--- config.mk ---
export PLATFORM = sky130hd
export DESIGN_NAME = fifo_rd_streamer
export DESIGN_NICKNAME = d
export VERILOG_FILES = /design/src/rtl/fifo_rd_pkg.sv /design/src/rtl/stream_skid_buf.sv /design/src/rtl/fifo_rd_streamer.sv
export SDC_FILE = /design/constraint.sdc
export NUM_CORES = 1
export LEC_CHECK = 0
export ABC_AREA = 0
export CAP_MARGIN = 40
export CORE_MARGIN = 3
export CORE_UTILIZATION = 32
export DETAILED_ROUTE_END_ITERATION = 16
export GPL_TIMING_DRIVEN = 1
export HOLD_SLACK_MARGIN = 0.05
export PLACE_DENSITY_LB_ADDON = 0.08
export SLEW_MARGIN = 15
export SYNTH_ARGS = -nofsm -noshare
export SYNTH_HDL_FRONTEND = slang
export SYNTH_SLANG_ARGS = --single-unit
--- constraint.sdc ---
create_clock -name clk -period 2.95 [get_ports clk]
set_input_delay 0.7375 -clock clk [delete_from_list [all_inputs] [get_ports clk]]
set_output_delay 0.7375 -clock clk [all_outputs]
set_load 0.1 [all_outputs]
--- src/rtl/fifo_rd_pkg.sv ---
// Shared types and sizing for the async-FIFO read-side streamer.
package fifo_rd_pkg;

  typedef enum logic [1:0] {
    IDLE   = 2'd0,
    ACTIVE = 2'd1,
    STOP   = 2'd2
  } state_t;

  localparam int unsigned BUF_DEPTH = 2;
  localparam int unsigned BUF_CNT_W = $clog2(BUF_DEPTH + 1);
  localparam int unsigned BUF_IDX_W = $clog2(BUF_DEPTH);

endpackage

--- src/rtl/stream_skid_buf.sv ---
// Small register FIFO that absorbs the read latency of the async FIFO.
// The head always sits in mem[0], so head_data is a plain register output.
module stream_skid_buf
  import fifo_rd_pkg::*;
#(
  parameter int unsigned WIDTH = 8
) (
  input  logic                 clk,
  input  logic                 rst_n,
  input  logic                 push,
  input  logic [WIDTH-1:0]     push_data,
  input  logic                 pop,
  input  logic                 clear,
  output logic [BUF_CNT_W-1:0] count,
  output logic [WIDTH-1:0]     head_data,
  output logic                 overflow
);

  logic [WIDTH-1:0]     mem [BUF_DEPTH];
  logic                 pop_ok;
  logic                 push_ok;
  logic [BUF_IDX_W-1:0] wr_idx;

  assign pop_ok    = pop && (count != '0);
  assign overflow  = push && !pop_ok && (count == BUF_CNT_W'(BUF_DEPTH));
  assign push_ok   = push && !overflow;
  assign head_data = mem[0];
  // New word lands behind whatever survives this cycle's pop.
  assign wr_idx    = BUF_IDX_W'(count - BUF_CNT_W'(pop_ok));

  always_ff @(posedge clk or negedge rst_n) begin
    if (!rst_n) begin
      count <= '0;
      for (int unsigned i = 0; i < BUF_DEPTH; i++) begin
        mem[i] <= '0;
      end
    end else if (clear) begin
      count <= '0;
    end else begin
      if (pop_ok) begin
        for (int unsigned i = 0; i + 1 < BUF_DEPTH; i++) begin
          mem[i] <= mem[i+1];
        end
      end
      if (push_ok) begin
        mem[wr_idx] <= push_data;
      end
      count <= count + BUF_CNT_W'(push_ok) - BUF_CNT_W'(pop_ok);
    end
  end

  a_no_overflow : assert property (@(posedge clk) disable iff (!rst_n) !(overflow && !clear));

endmodule

--- src/rtl/fifo_rd_streamer.sv ---
// Read-side master for the async FIFO: pops words without underflow and
// presents them as a valid/ready stream at one word per clock.
module fifo_rd_streamer
  import fifo_rd_pkg::*;
#(
  parameter int unsigned WIDTH     = 8,
  parameter int unsigned CNT_WIDTH = 16
) (
  input  logic                 clk,
  input  logic                 rst_n,
  input  logic                 en,
  input  logic                 flush,
  input  logic                 fifo_empty,
  input  logic [WIDTH-1:0]     fifo_rdata,
  input  logic                 fifo_underflow,
  output logic                 fifo_rd_en,
  output logic                 m_valid,
  output logic [WIDTH-1:0]     m_data,
  input  logic                 m_ready,
  output logic [CNT_WIDTH-1:0] word_count,
  output logic                 busy,
  output logic                 err_underflow
);

  localparam int unsigned OUT_W = BUF_CNT_W + 1;

  state_t               state;
  state_t               state_nxt;
  logic                 inflight;
  logic                 drop;
  logic                 push;
  logic                 pop;
  logic                 overflow;
  logic [BUF_CNT_W-1:0] count;
  logic [OUT_W-1:0]     outstanding;

  assign m_valid = (count != '0);
  assign pop     = m_valid && m_ready;
  // A return landing in a flush cycle is discarded instead of pushed.
  assign drop    = inflight && flush;
  assign push    = inflight && !drop;
  assign busy    = (state != IDLE) || m_valid;

  assign outstanding = OUT_W'(count) + OUT_W'(inflight) - OUT_W'(pop);
  assign fifo_rd_en  = (state == ACTIVE) && !fifo_empty && !flush &&
                       (outstanding < OUT_W'(BUF_DEPTH));

  always_comb begin
    state_nxt = state;
    if (flush) begin
      state_nxt = en ? ACTIVE : IDLE;
    end else begin
      unique case (state)
        IDLE:    if (en) state_nxt = ACTIVE;
        ACTIVE:  if (!en) state_nxt = STOP;
        STOP: begin
          if (en)            state_nxt = ACTIVE;
          else if (!inflight) state_nxt = IDLE;
        end
        default: state_nxt = IDLE;
      endcase
    end
  end

  always_ff @(posedge clk or negedge rst_n) begin
    if (!rst_n) begin
      state         <= IDLE;
      inflight      <= 1'b0;
      word_count    <= '0;
      err_underflow <= 1'b0;
    end else begin
      state         <= state_nxt;
      inflight      <= fifo_rd_en;
      word_count    <= word_count + CNT_WIDTH'(pop);
      err_underflow <= err_underflow || fifo_underflow || overflow;
    end
  end

  stream_skid_buf #(
    .WIDTH(WIDTH)
  ) u_buf (
    .clk       (clk),
    .rst_n     (rst_n),
    .push      (push),
    .push_data (fifo_rdata),
    .pop       (pop),
    .clear     (flush),
    .count     (count),
    .head_data (m_data),
    .overflow  (overflow)
  );

endmodule

### After elaboration in Yosys (flattened, before gate mapping)

Cells that the tools add are included.

| operators by class | value |
|---|---|
| bitwise operators | 2 |
| muxes and demuxes | 14 |
| eq/ne operators | 6 |
| add/subtract/negate cells | 6 |
| reduce and logical (&&, ||, !) cells | 24 |
| order comparisons | 3 |

Operators by type and width:

| kind | count |
|---|---|
| $mux W8 | 3 |
| $add A16 B1 Y16 | 1 |
| $bwmux W16 | 1 |
| $mux W16 | 1 |
| $mux W2 | 6 |
| $logic_and A1 B1 Y1 | 11 |
| $demux W8 S1 | 1 |
| $ne A3 B3 Y1 const B | 2 |
| $pmux W2 S3 | 1 |
| $logic_not A1 Y1 | 5 |
| $eq A2 B2 Y1 const B | 2 |
| $ne A4 B4 Y1 const B | 1 |
| $reduce_bool A2 Y1 | 2 |
| $add A2 B1 Y3 | 1 |
| $logic_or A1 B1 Y1 | 3 |
| $lt A3 B2 Y1 const B | 1 |
| $reduce_and A3 Y1 | 1 |
| $sub A3 B1 Y3 | 1 |
| $add A2 B1 Y2 | 1 |
| $eq A2 B1 Y1 const B | 1 |
| $ge A2 B2 Y1 const B | 1 |
| $logic_not A2 Y1 | 1 |
| $lt A2 B1 Y1 const B | 1 |
| $not A1 Y2 | 1 |
| other kinds (5) | 5 |

| word-level totals | value |
|---|---|
| input bits | 15 |
| output and inout bits | 28 |
| register bits | 38 |
| word-level logic and storage cells | 62 |

### Depth between registers and ports, before layout

Gate-level depths: netlist of run 1.

| logic depth | value |
|---|---|
| depth after elaboration | 11 |
| depth in mapped cells | 7 |
| gate-level depth less buffers | 7 |

### Modules after synthesis

Synthesis of run 1 repeated with hierarchy kept, for this count alone.

| unflattened totals | value |
|---|---|
| cell total of the unflattened synthesis | 174 |
| area total of the unflattened synthesis | 2,045.7 um^2 |

Modules (own cells, without submodules):

| module | area an instance (um^2) | seq. area each (um^2) | times used | cells each |
|---|---|---|---|---|
| stream_skid_buf | 1,084.8 | 450.4 | 1 | 95 |
| fifo_rd_streamer | 960.9 | 500.5 | 1 | 79 |

### Worst setup path after synthesis of run 1

Ideal clock, no wire load.

| timing path | value |
|---|---|
| path kind | input port to output port |
| from | input m_ready |
| to | output fifo_rd_en |
| cell stages on the path | 6 |
| path buffers | 0 |
| path slack | -321 ps |
| data required time | 2,213 ps |
| arrival | 2,533 ps |
| path through | o21ai_1 -> inv_1 -> ha_1 -> fa_1 -> xnor2_1 -> and3_1 |

| between the ends | value |
|---|---|
| word-level cells in the longest chain between the ends | 4 |

Ends and longest elaborated chain:

| what | line | RTL |
|---|---|---|
| start, declared | fifo_rd_streamer.sv:19 | `input logic m_ready,` |
| $logic_and A1 B1 Y1 | fifo_rd_streamer.sv:38 | `assign pop = m_valid && m_ready;` |
| $sub A3 B1 Y3 | fifo_rd_streamer.sv:44 | `assign outstanding = OUT_W'(count) + OUT_W'(inflight) - OUT_W'(pop);` |
| $lt A3 B2 Y1 | fifo_rd_streamer.sv:46 | `(outstanding < OUT_W'(BUF_DEPTH));` |
| $logic_and A1 B1 Y1 | fifo_rd_streamer.sv:45 | `assign fifo_rd_en = (state == ACTIVE) && !fifo_empty && !flush &&` |
| end, declared | fifo_rd_streamer.sv:16 | `output logic fifo_rd_en,` |

Every way passes these cells.

### Final worst setup path of run 1

Ends and elaborated chain as after synthesis.

==> results, run 1 <==
- The flow ran to the end, and the final reports show no timing, DRC or antenna violations.
- The per-instance average area after synthesis is 12.10 um2.
- Pin placement for this block handled 43 I/O pins.
- The overall die area is 6406 um2.
- Relative to the synthesized area, the layout overhead comes to 31.81%.
- Static timing analysis puts the maximum clock frequency at 0.3462 GHz.
- The critical path is of the input port to primary output type.
- The antenna diode instance count is 0.
- The buffer type at the clock tree root is sky130_fd_sc_hd__clkbuf_8.
- In the routed layout, each cell is associated on average with a via count of 4.725.
- The clock tree from TritonCTS is done.
- The via count of the first global-routing pass is 1266.
- The clock drives 38 sinks.
- Setup violations remaining at the end of the flow were counted as 0.
- The count of flip-flops with a built-in enable after synthesis is 0.
- The endpoint of the worst register-to-register path is u_buf.head_data[7].
- The remaining antenna violation count is 0.
- Global routing used 12.29% of the available tracks.
- The start point of the critical path is m_ready.
- The path class of the tightest hold or removal check is input port to async pin.
- For met2 alone, demand over resource in global routing was 19.37%.
- The depth of the most critical reg-to-reg path is 7.
- Summed over all cells, the static leakage comes to 1.089 nW.
- VDD sags by at most 0.5954 mV.
- STA puts the critical path data arrival time at 2.15 ns.
- The number of nets handed over by synthesis was 165.
- The post-synthesis instance total is 145.
- The main flop type after synthesis is sky130_fd_sc_hd__dfrtp_1.
- The fraction of the yosys area taken by sequential cells is 54.21%.
- The utilization after layout is 44.42%.
- The count of buffers from port buffering is 42.
- The overall die height is 80.04 um.
- The count of pins over their slew limit is 0.
- The net count of the finished layout is 211.
- In this run the cell area of the synthesized design comes to 1754 um2.
- Clock skew on the completed layout was measured at 0.002696 ns.
- The number of synthesized register bits is 38.
- The detailed placer's ending HPWL is 2598 um.
- At the pin with the least slew margin, the transition time is 0.8333 ns.
- The number of CTS-inserted buffers is 5.
- The routability congestion estimate from global placement is 0.7577.
- The global routing usage on met1 is 15.10%.
- For this run, global-route usage on met3 was measured as 4.853%.
- The number of hold violations in the final report is 0.
- After clock tree synthesis, the clock-pin slew on the worst setup and hold paths is 0.07 ns.
- Of the available clock period, the critical path in the final layout requires 97.92%.
- The wire length of the first global-routing pass is 6030 um.
- The Yosys step of the flow raised 0 warnings.
- For this block, the initial DRC count from the detailed router was 46.
- The initial utilization of the core area, before any placement, comes to 33.70%.
- The number of buffers between clock root and the deepest sink is 2.
- The largest driver fanout on the critical path is 4.
- The detail-routed net length per standard cell is 13.24 um.
- Detailed routing inserted a total of 1238 vias.
- For the worst setup path, the data required time is 2.21 ns.
- Entering global routing, the biggest net connects 30 pins.
- STA classifies the critical path startpoint as an input port.
- The cell type contributing the most total cell area after synthesis is sky130_fd_sc_hd__dfrtp_1.
- The total wire length is 3469 um.
- The smallest clock period supported by the final layout is computed as 2.889 ns.
- In this run the critical register-to-register path is launched from u_buf.count[1].
- In the final timing run, aggregate negative setup slack is 0 ns.
- The relative slew slack is 44.11%.
- In this run the power density over the cells is 954.4 nW/um2.
- The die outline width is 80.04 um.
- The worst setup path endpoint is fifo_rd_en.
- After global routing, the most crowded layer is met2.
- The post-route netlist has 31.25% of its cells at a drive strength greater than 1.
- The remaining global-route overflow is 0.
- The design draws 2.207 mW.
- The remaining design rule violation count is 0.
- The fraction of registers with async set/reset is 100.0%.
- The number of distinct library cells after synthesis is 31.
- Yosys attributes the largest share of cell area to sky130_fd_sc_hd__dfrtp_1 54%, sky130_fd_sc_hd__xnor2_1 7.0%, sky130_fd_sc_hd__mux2_2 5.1%.
- The initial antenna violation count is 0.
- At the later pin of the worst-skew pair, clock insertion delay measures 0.28 ns.
- The core outline area is 5205 um2.
- The max-capacitance violation count is 0.
- The initialized floorplan defines 26 standard-cell rows.
- The worst register-to-register path has a setup slack of 0.60 ns.
- The count of H-tree levels built during CTS is 2.
- The first-pass iteration count of the detailed router is 4.
- The synthesized design devotes to its leading area cell type 54.21% of total area.
- The kind of capture point of the worst setup path is a primary output.
timing repair:
| action | in CTS | in global routing |
|---|---|---|
| hold buffers | 0 | 0 |
| setup endpoints to repair | 1 | 1 |
| cloned | 0 | 0 |
| buffers inserted | 0 | 1 |
| pin swaps | 2 | 2 |
| resized for setup | 6 | 2 |
critical path, stage by stage:
cell and delay [ns]:
sky130_fd_sc_hd__clkdlybuf4s15_2 0.22, sky130_fd_sc_hd__o21ai_2 0.08, sky130_fd_sc_hd__inv_2 0.05, sky130_fd_sc_hd__ha_2 0.17, sky130_fd_sc_hd__fa_2 0.53, sky130_fd_sc_hd__and3_4 0.19
sky130_fd_sc_hd__buf_12 0.17
power by group:
group / total [mW] / switching [mW] / internal (mW)
Sequential: 0.722 / 0.0938 / 0.628
Clock: 0.358 / 0.170 / 0.188
Combinational: 1.13 / 0.808 / 0.319
Total: 2.21 / 1.07 / 1.14
routing by layer:
layer / vias to the layer above / part of all wire [%]
met4: 0 / 1.4
met3: 6 / 6.3
met2: 28 / 47
met1: 612 / 45
met5: - / 0
li1: 592 / -
synth_stat cells, types with 2 or more instances:
| master | number |
|---|---|
| sky130_fd_sc_hd__dfrtp_1 | 38 |
| sky130_fd_sc_hd__ha_1 | 4 |
| sky130_fd_sc_hd__buf_2 | 2 |
| sky130_fd_sc_hd__nand4_1 | 3 |
| sky130_fd_sc_hd__a221o_1 | 8 |
| sky130_fd_sc_hd__and3_1 | 2 |
| sky130_fd_sc_hd__mux2i_1 | 2 |
| sky130_fd_sc_hd__nand2_1 | 6 |
| sky130_fd_sc_hd__inv_1 | 5 |
| sky130_fd_sc_hd__and2_1 | 10 |
| sky130_fd_sc_hd__nand3_1 | 6 |
| sky130_fd_sc_hd__xnor2_1 | 14 |
| sky130_fd_sc_hd__buf_4 | 8 |
| sky130_fd_sc_hd__nor3_1 | 2 |
| sky130_fd_sc_hd__or3_1 | 2 |
| sky130_fd_sc_hd__mux2_2 | 8 |
| sky130_fd_sc_hd__nor2b_1 | 3 |
| sky130_fd_sc_hd__and4_1 | 2 |
| sky130_fd_sc_hd__xor2_1 | 4 |
| sky130_fd_sc_hd__nor2_1 | 3 |
| sky130_fd_sc_hd__nor3b_1 | 2 |
| sky130_fd_sc_hd__a31oi_1 | 2 |
placed cells by master (no fill, tap or decap), types with 2 or more instances in the layout:
cell type | netlist | layout
sky130_fd_sc_hd__a221o_1 | 8 | 8
sky130_fd_sc_hd__a31oi_1 | 2 | 2
sky130_fd_sc_hd__and2_1 | 10 | 10
sky130_fd_sc_hd__and4_1 | 2 | 2
sky130_fd_sc_hd__buf_12 | 0 | 2
sky130_fd_sc_hd__buf_4 | 8 | 34
sky130_fd_sc_hd__clkbuf_8 | 0 | 6
sky130_fd_sc_hd__clkdlybuf4s50_1 | 0 | 12
sky130_fd_sc_hd__dfrtp_1 | 38 | 38
sky130_fd_sc_hd__ha_1 | 4 | 3
sky130_fd_sc_hd__inv_1 | 5 | 4
sky130_fd_sc_hd__mux2_2 | 8 | 8
sky130_fd_sc_hd__mux2i_1 | 2 | 2
sky130_fd_sc_hd__nand2_1 | 6 | 6
sky130_fd_sc_hd__nand3_1 | 6 | 6
sky130_fd_sc_hd__nand4_1 | 3 | 3
sky130_fd_sc_hd__nor2_1 | 3 | 3
sky130_fd_sc_hd__nor2b_1 | 3 | 3
sky130_fd_sc_hd__nor3_1 | 2 | 2
sky130_fd_sc_hd__nor3b_1 | 2 | 2
sky130_fd_sc_hd__or3_1 | 2 | 2
sky130_fd_sc_hd__xnor2_1 | 14 | 13
sky130_fd_sc_hd__xor2_1 | 4 | 4
logic make-up (layout without fill, tap and decap cells):
group                      after synthesis  in the layout  share of synthesized area (%)
xor gates and xnor gates                18             18                          8.987
adders and majority gates                5              5                          3.994
muxes                                   10             10                          6.277
AOI/OAI and AO/OA                       14             14                          6.847
DFF                                     38             38                          54.21
and+or+nand+nor                         44             44                          14.41
buffers and inverters                   16             63                          5.278
area by class of cell:
cell class,count,area [um2]
Fill cell,516,2893
Clock buffer,7,86.33
Tap cell,70,87.58
Inverter,5,18.77
Clock inverter,1,5.005
Sequential cell,38,950.9
Multi-Input combinational cell,91,732.0
Timing Repair Buffer,50,431.7
worst min path at each step:
stage                endpoint  slack [ns]
3_3_place_gp   word_count[15]        0.46
2_1_floorplan       async pin        0.44
4_1_cts             async pin        0.31
3_5_place_dp   word_count[15]        0.47
6_report            async pin        0.32
5_1_grt             async pin        0.32
per-stage QoR:
| stage | hold slack [ns] | cell area, um2 | instances | worst slack (ns) |
|---|---|---|---|---|
| 2_1_floorplan | 0.4419 | 1759 | 145 | 0.08098 |
| 3_3_place_gp | 0.4635 | 2176 | 252 | -0.3105 |
| 3_5_place_dp | 0.4702 | 2196 | 253 | -0.3401 |
| 4_1_cts | 0.3131 | 2297 | 261 | 0.03195 |
| 5_1_grt | 0.3158 | 2312 | 262 | -0.001246 |
| 6_report | 0.3188 | 2312 | 262 | 0.06132 |
No activity file was read; power rests on OpenSTA's default activity.
==> inputs of run 2 (changes only) <==
Settings changed: SLEW_MARGIN 15 to 20.
==> results of run 2 <==
No change in the layout: final DEF, timing and power equal those of run 1.
